--- config.mk ---
export PLATFORM = sky130hd
export DESIGN_NAME = trng_word_assembler
export DESIGN_NICKNAME = d
export VERILOG_FILES = /design/src/rtl/trng_word_assembler.sv
export SDC_FILE = /design/constraint.sdc
export NUM_CORES = 1
export LEC_CHECK = 0
export ABC_AREA = 1
export BUFFER_PORTS_ARGS = -buffer_cell sky130_fd_sc_hd__clkbuf_2
export CAP_MARGIN = 20
export CELL_PAD_IN_SITES_DETAIL_PLACEMENT = 1
export CELL_PAD_IN_SITES_GLOBAL_PLACEMENT = 2
export CORE_ASPECT_RATIO = 0.5
export CORE_MARGIN = 2
export CORE_UTILIZATION = 34
export CTS_BUF_LIST = sky130_fd_sc_hd__clkbuf_4
export CTS_CLUSTER_SIZE = 16
export DETAILED_ROUTE_END_ITERATION = 6
export PLACE_DENSITY_LB_ADDON = 0.1
export SYNTH_ARGS = -nofsm -noshare
export SYNTH_HDL_FRONTEND = slang
export SYNTH_SLANG_ARGS = --single-unit
--- constraint.sdc ---
create_clock -name clk -period 1.8 [get_ports clk]
set_clock_uncertainty 0.1 [all_clocks]
set_input_delay 0.54 -clock clk [delete_from_list [all_inputs] [get_ports clk]]
set_output_delay 0.54 -clock clk [all_outputs]
set_load 0.01 [all_outputs]
--- src/rtl/trng_word_assembler.sv ---
// rtl/trng_word_assembler.sv - von Neumann debiased TRNG word packer with repetition-count health test
module trng_word_assembler #(
    parameter int TRNG_WIDTH = 4,
    parameter int RCT_CUTOFF = 32,
    parameter int DEBIAS     = 1
) (
    input  logic                  clk,
    input  logic                  resetn,
    input  logic                  raw_bit,
    input  logic                  raw_valid,
    input  logic                  trng_req,
    output logic [TRNG_WIDTH-1:0] trng_word,
    output logic                  trng_valid,
    output logic                  health_fail
);
    localparam int CW = $clog2(TRNG_WIDTH + 1);
    localparam int RW = $clog2(RCT_CUTOFF + 1);

    typedef enum logic {S_WAIT, S_DONE} state_t;

    state_t                  state_q, state_d;
    logic                    pair_flag, pair_first;
    logic                    acc_valid, acc_bit;
    logic [TRNG_WIDTH-1:0]   sreg, buffer;
    logic [CW-1:0]           count;
    logic                    buf_full;
    logic [RW-1:0]           rct_cnt;
    logic                    prev_bit;
    logic                    word_complete, deliver;

    always_comb begin
        acc_valid = 1'b0;
        acc_bit   = 1'b0;
        if (DEBIAS != 0) begin
            // Only an unequal pair yields a bit; its value is the first sample
            if (raw_valid && pair_flag && (pair_first != raw_bit)) begin
                acc_valid = 1'b1;
                acc_bit   = pair_first;
            end
        end else begin
            acc_valid = raw_valid;
            acc_bit   = raw_bit;
        end
    end

    assign word_complete = (count == CW'(TRNG_WIDTH));

    always_comb begin
        state_d = state_q;
        deliver = 1'b0;
        case (state_q)
            S_WAIT: begin
                if (trng_req && buf_full && !health_fail) begin
                    deliver = 1'b1;
                    state_d = S_DONE;
                end
            end
            S_DONE: begin
                if (!trng_req) state_d = S_WAIT;
            end
            default: state_d = S_WAIT;
        endcase
    end

    always_ff @(posedge clk) begin
        if (!resetn) state_q <= S_WAIT;
        else         state_q <= state_d;
    end

    always_ff @(posedge clk) begin
        if (!resetn) begin
            pair_flag  <= 1'b0;
            pair_first <= 1'b0;
            sreg       <= '0;
            count      <= '0;
            buffer     <= '0;
            buf_full   <= 1'b0;
            trng_word  <= '0;
            trng_valid <= 1'b0;
        end else begin
            if (raw_valid) begin
                pair_flag  <= !pair_flag;
                pair_first <= raw_bit;
            end
            // A delivery frees the buffer in the same cycle, so a finished word may move in
            if (word_complete && (!buf_full || deliver)) begin
                buffer   <= sreg;
                buf_full <= 1'b1;
                if (acc_valid) begin
                    sreg  <= {{(TRNG_WIDTH-1){1'b0}}, acc_bit};
                    count <= CW'(1);
                end else begin
                    count <= '0;
                end
            end else begin
                if (deliver) buf_full <= 1'b0;
                if (acc_valid && !word_complete) begin
                    sreg  <= {sreg[TRNG_WIDTH-2:0], acc_bit};
                    count <= count + CW'(1);
                end
            end
            trng_valid <= deliver;
            if (deliver) trng_word <= buffer;
        end
    end

    always_ff @(posedge clk) begin
        if (!resetn) begin
            rct_cnt     <= RW'(1);
            prev_bit    <= 1'b0;
            health_fail <= 1'b0;
        end else begin
            if (raw_valid) begin
                prev_bit <= raw_bit;
                if (raw_bit == prev_bit) begin
                    if (rct_cnt != RW'(RCT_CUTOFF)) rct_cnt <= rct_cnt + RW'(1);
                end else begin
                    rct_cnt <= RW'(1);
                end
            end
            if (rct_cnt == RW'(RCT_CUTOFF)) health_fail <= 1'b1;
        end
    end
endmodule
==> impl_metrics.py, run 1 <==
metrics = {
    "outcome": {
        "outcome": "finished clean",
    },
    "place": {
        "gp_congestion": 0.743,
        "port_buffers": 10,
        "hpwl_mm": 2.11,
    },
    "timing": {
        "finalSetupTns_ns": 0,
        "hold_viol": 0,
        "finalSetupViolCount": 0,
        "rsz0062_at_grt": "no",
        "maxSlewViolCount": 0,
        "maxSlewHeadroom_pct": 71.8,
        "fin_crit_sh_pct": 87.2,
        "tightest_slew_ns": 0.423,
        "finalCriticalPeriod_ns": 1.57,
        "fmax_mhz": 637,
    },
    "logic_synthesis": {
        "ys_warn_count": 0,
        "syn_avg_cell_area_um2": 7.24,
        "syn_inst": 171,
        "synthFlopType": "dfxtp_1",
        "yosysSeqAreaShare_pct": 43.6,
        "syn-num-nets": 180,
        "synth_edf_count": 0,
        "synth_area_um2": 1240,
        "async_reset_ff_share_pct": 0,
        "synthDistinctLibCells": 24,
        "ys_seq_elements": 27,
    },
    "worst_setup_path": {
        "end_kind": "flop",
        "worst_r2r_path_depth": 9,
        "start_kind": "flop",
        "crit_arrival_ns": 1.76,
        "cp.required_ns": 1.99,
        "cpPeakStageDelay_ns": 0.37,
        "worst-path-max-fanout": 7,
        "slowest_stage": "dfxtp_1",
        "crit_chain": "inv_1 -> ha_1 -> nand2_1 -> inv_1 -> nand2_2 -> nand2_1 -> nor2_1 -> nor2_1 -> nor2_1",
        "worst_path_most_repeated_cell": "nor2_1",
        "worstSetupPathType": "flop to flop",
    },
    "route": {
        "drtPass1Iterations": 3,
        "avgViaCountPerCell": 4.59,
        "avgRoutedWirePerCell_um": 11.4,
        "vias": 1070,
        "final_antenna_net_count": 0,
        "first_iter_violations": 42,
        "routed_wirelength_mm": 2.66,
        "drc": 0,
    },
    "global_route": {
        "grt_max_degree": 17,
        "grt.total_usage_pct": 14.8,
        "antenna_found_initial": 0,
        "grt_pass1_wl_mm": 4.56,
        "grt_overflow": 0,
        "grt_pass1_vias": 1005,
    },
    "cells_and_area": {
        "nets": 192,
        "fill_cells": 471,
        "final_common_cell": "nand2_1",
        "post-route-util_pct": 39.5,
        "drive_gt1_share_pct": 18.7,
        "diodes": 0,
        "final_cell_mix": "39 x nand2_1, 27 x dfxtp_1, 25 x nor2_1, 14 x inv_1",
        "area_growth_pct": 10.1,
    },
    "cts": {
        "ctsHoldBuffers": 0,
        "cts.sinks": 27,
        "cts_setup_buffers": 0,
        "cts_tree": "done",
        "clk_path_buf_depth": 2,
        "cts-resized-gates": 0,
        "insertion_delay_ns": 0.33,
        "htreeDepth": 1,
        "clockRootBuffer": "clkbuf_4",
        "path_clk_slew_ns": 0.16,
        "cts_made_buffers": 3,
    },
    "floorplan": {
        "core_area_um2": 3450,
        "rows": 15,
        "initial_core_util_pct": 35.9,
        "die-width_um": 89.4,
        "die_y_um": 46.7,
        "dieArea_um2": 4170,
        "ios": 11,
    },
    "hold_path": {
        "hold_depth": 3,
        "min_path_type": "input pin to flop",
    },
    "flow_run": {
        "drv_cap": 0,
    },
    "power_and_ir_drop": {
        "leakage_nw": 0.593,
        "peakVddDrop_uv": 228,
        "power_density_nw_per_um2": 714,
    },
}
## cell type report
class | instances | area [um2] | share of cell area, %
repair buffers | 11 | 57.6 | 4.22
multi-input cells | 120 | 597 | 43.8
inverters | 20 | 75.1 | 5.50
flip-flops and latches | 27 | 541 | 39.6
well taps | 51 | 63.8 | 4.68
clock inverters | 1 | 7.51 | 0.550
clock buffers | 3 | 22.5 | 1.65
## synth_stat cells (2+ instances only)
| library cell | number | area [um2] |
|---|---|---|
| o21ai_0 | 10 | 50.1 |
| nand3_1 | 10 | 50.1 |
| nand2_2 | 6 | 37.5 |
| dfxtp_1 | 27 | 541 |
| inv_2 | 6 | 22.5 |
| a21oi_1 | 10 | 50.1 |
| a21oi_2 | 2 | 17.5 |
| ha_1 | 4 | 50.1 |
| inv_1 | 14 | 52.6 |
| clkbuf_1 | 2 | 7.51 |
| nor2_1 | 25 | 93.8 |
| nor2_2 | 2 | 12.5 |
| nand4_1 | 4 | 25.0 |
| nand2_1 | 39 | 146 |
## per-layer routing
layer	global-route usage [%]	vias up	part of all wire (%)
met4	2.69	0	0.56
met1	18.9	493	50
met2	25.2	9	46
met3	4.84	2	3.0
li1	-	566	-
met5	0	-	0
## state kept, by name, summed over array words and instances, names as in the netlist
| signal | count |
|---|---|
| buf_full | 1 |
| buffer | 4 |
| count | 3 |
| health_fail | 1 |
| pair_flag | 1 |
| prev_bit | 1 |
| rct_cnt | 6 |
| sreg | 4 |
| state_q | 1 |
| trng_valid | 1 |
| trng_word | 4 |
## worst max-delay path: cells and delay by family (launching register included)
| family | cells | cell delay [ns] |
|---|---|---|
| AND/OR/NAND/NOR | 6 | 0.68 |
| flip-flops | 1 | 0.37 |
| adder cells (fa/ha/maj) | 1 | 0.19 |
| buffers and inverters | 2 | 0.18 |
## power breakdown
group,internal (mW),switching (mW)
clock,0.0852,0.194
sequential,0.607,0.00956
combinational,0.0246,0.0532
total,0.717,0.257
## logic make-up after synthesis
| family | count (synthesis) | synth area share, % |
|---|---|---|
| xor+xnor | 1 | 0.707 |
| flops | 27 | 43.6 |
| simple gates | 89 | 31.6 |
| fa+ha+maj | 4 | 4.04 |
| compound gates | 26 | 11.8 |
| buf+inv | 24 | 8.18 |
## final timing paths
path / from / slack, ns / end
worst min register to register: buffer[1] / 0.38 / trng_word[1]
worst max-delay path: count[0] / 0.23 / count[0]
worst max register to register: count[0] / 0.23 / count[0]
worst min-delay path: trng_req / 0.35 / state_q
## stage by stage
step	total power [mW]	hold slack, ns	instance area [um2]	std cells	worst slack [ns]
after floorplan	0.686	0.330	1240	171	0.403
after global placement	0.709	0.357	1330	229	0.160
after detailed placement	0.709	0.369	1330	229	0.114
after CTS	0.990	0.339	1360	233	0.194
after global routing	1.02	0.367	1360	233	0.0785
final	0.974	0.349	1360	233	0.230
Power figures use the tool's default switching activity.
==> run 2, diff against run 1 <==
Settings changed: ABC_AREA 1 to not set, CORE_UTILIZATION 34 to 39, HOLD_SLACK_MARGIN set to 0.02, TNS_END_PERCENT set to 1.
==> impl_metrics.py, run 2 <==
metrics = {
    "cts": {
        "clockRootBuffer": "clkbuf_4",
        "insertion_delay_ns": 0.34,
        "ctsHoldBuffers": 0,
        "cts-resized-gates": 0,
        "clk_path_buf_depth": 2,
        "htreeDepth": 1,
        "cts_made_buffers": 3,
        "cts_setup_buffers": 0,
        "cts_tree": "done",
        "path_clk_slew_ns": 0.17,
        "cts.sinks": 27,
    },
    "cells_and_area": {
        "final_common_cell": "dfxtp_1",
        "nets": 156,
        "fill_cells": 340,
        "stdcell_area_um2": 1450,
        "drive_gt1_share_pct": 22.6,
        "post-route-util_pct": 48.4,
        "largest_reg_flops": 6,
        "diodes": 0,
        "final_cell_mix": "27 x dfxtp_1, 19 x nand2_1, 12 x buf_4",
        "regMostFlops": "rct_cnt",
        "final_cells": 186,
        "area_growth_pct": 18.0,
    },
    "timing": {
        "hold_viol": 0,
        "finalCriticalPeriod_ns": 1.68,
        "rsz0062_at_grt": "no",
        "fmax_mhz": 595,
        "fin_crit_sh_pct": 93.4,
        "worst_slack_ns": 0.119,
        "maxSlewHeadroom_pct": 76.6,
        "tightest_slew_ns": 0.351,
        "finalSetupTns_ns": 0,
        "maxSlewViolCount": 0,
        "timing.hold.ws_ns": 0.331,
        "finalSetupViolCount": 0,
    },
    "worst_setup_path": {
        "r2r_slack_ns": 0.12,
        "worst-path-max-fanout": 4,
        "start_kind": "flop",
        "crit_arrival_ns": 1.86,
        "worstSetupPathType": "flop to flop",
        "end_kind": "flop",
        "r2r-start": "rct_cnt[0]",
        "crit_start": "rct_cnt[0]",
        "cp.required_ns": 1.98,
    },
    "hold_path": {
        "min_from": "trng_req",
        "min_path_type": "input pin to flop",
    },
    "logic_synthesis": {
        "synth_area_leaders": "dfxtp_1 44%, mux2i_1 8.2%, nand2_1 5.8%, nor2b_1 5.1%, ha_1 4.1%",
        "synthDistinctLibCells": 35,
        "syn_inst": 124,
        "netlist_top_cells_count": "27 x dfxtp_1, 19 x nand2_1, 10 x mux2i_1, 10 x nor2b_1, 5 x a21boi_0",
        "ys_warn_count": 0,
        "synth_edf_count": 0,
        "async_reset_ff_share_pct": 0,
        "synth_top_area_share_pct": 44.0,
        "yosysSeqAreaShare_pct": 44.0,
        "synth_area_leader_cell": "dfxtp_1",
        "yosysMostFrequentCell": "dfxtp_1",
        "ys_seq_elements": 27,
        "syn_avg_cell_area_um2": 9.90,
        "synth_area_um2": 1230,
        "syn-num-nets": 133,
        "synthFlopType": "dfxtp_1",
    },
    "route": {
        "final_antenna_net_count": 0,
        "met2_wirelength_mm": 1.09,
        "avgRoutedWirePerCell_um": 13.1,
        "drtPass1Iterations": 4,
        "vias": 946,
        "wl_met3_um": 73,
        "avgViaCountPerCell": 5.09,
        "drc": 0,
        "first_iter_violations": 16,
        "routed_wirelength_mm": 2.43,
        "routed.top_layer": "met4",
        "wl_met1_mm": 1.25,
    },
    "place": {
        "hpwl_mm": 1.80,
        "gp_congestion": 0.713,
        "port_buffers": 10,
        "placed_area_um2": 1420,
        "pre_cts_slack_ns": 0.0649,
        "place_inst": 182,
    },
    "flow_run": {
        "drv_cap": 0,
    },
    "power_and_ir_drop": {
        "power_density_nw_per_um2": 702,
        "p_int_mw": 0.750,
        "clockPowerShare_pct": 29.1,
        "fin_total_pwr_mw": 1.02,
        "power_frac_comb_pct": 10.4,
        "p_sw_share_pct": 26.2,
        "pwr-share-seq_pct": 60.5,
        "leakage_nw": 0.573,
        "power_switching_mw": 0.267,
        "peakVddDrop_uv": 337,
    },
    "global_route": {
        "antenna_found_initial": 0,
        "grt_overflow": 0,
        "grt_pass1_wl_mm": 4.19,
        "grt_pass1_vias": 919,
        "grt_max_degree": 18,
        "grt.total_usage_pct": 14.7,
    },
    "floorplan": {
        "rows": 14,
        "dieArea_um2": 3640,
        "core_area_um2": 3000,
        "ios": 11,
        "initial_core_util_pct": 41.0,
        "die-width_um": 83.3,
        "die_y_um": 43.7,
    },
    "outcome": {
        "outcome": "finished clean",
    },
}
[run 2: critical path, cell delays in order, from the launching register on]
cell	delay [ns]
dfxtp_1	0.36
inv_1	0.06
ha_1	0.19
nand2_1	0.07
nor4_1	0.05
buf_4	0.15
or4b_1	0.50
a21boi_1	0.15
[run 2: cells by family after synthesis]
kind of cell / count (synthesis) / synth area share [%]
AND/OR/NAND/NOR: 48 / 22.8
flip-flops: 27 / 44.0
AO/OA/AOI/OAI: 22 / 14.0
multiplexers: 10 / 8.16
buffers and inverters: 9 / 2.85
XOR/XNOR: 4 / 4.08
adder cells (fa/ha/maj): 4 / 4.08
[run 2: area by class of cell]
| cell class | instances | area (um2) | area share, % |
|---|---|---|---|
| clock buffers | 3 | 22.5 | 1.55 |
| repair buffers | 23 | 160 | 11.1 |
| well taps | 40 | 50.0 | 3.45 |
| flip-flops and latches | 27 | 541 | 37.3 |
| inverters | 4 | 15.0 | 1.04 |
| clock inverters | 1 | 8.76 | 0.604 |
| multi-input cells | 88 | 652 | 45.0 |
[run 2: power groups by stage]
stage	clock, mW	combinational, mW	sequential (mW)
6_report	0.296	0.105	0.615
2_1_floorplan	0	0.0605	0.628
3_3_place_gp	0	0.105	0.627
4_1_cts	0.310	0.107	0.615
3_5_place_dp	0	0.106	0.628
5_1_grt	0.332	0.120	0.617
[run 2: path summary, 6_finish.rpt]
check	cells past startpoint	endpoint
max	7	rct_cnt[2]
min	3	state_q
max reg2reg	7	rct_cnt[2]
min reg2reg	2	count[1]
[run 2: metal layers]
| metal | global-route usage, % | up-vias |
|---|---|---|
| met5 | 0 | - |
| li1 | - | 480 |
| met2 | 25.0 | 7 |
| met4 | 2.95 | 0 |
| met1 | 18.6 | 457 |
| met3 | 5.14 | 2 |
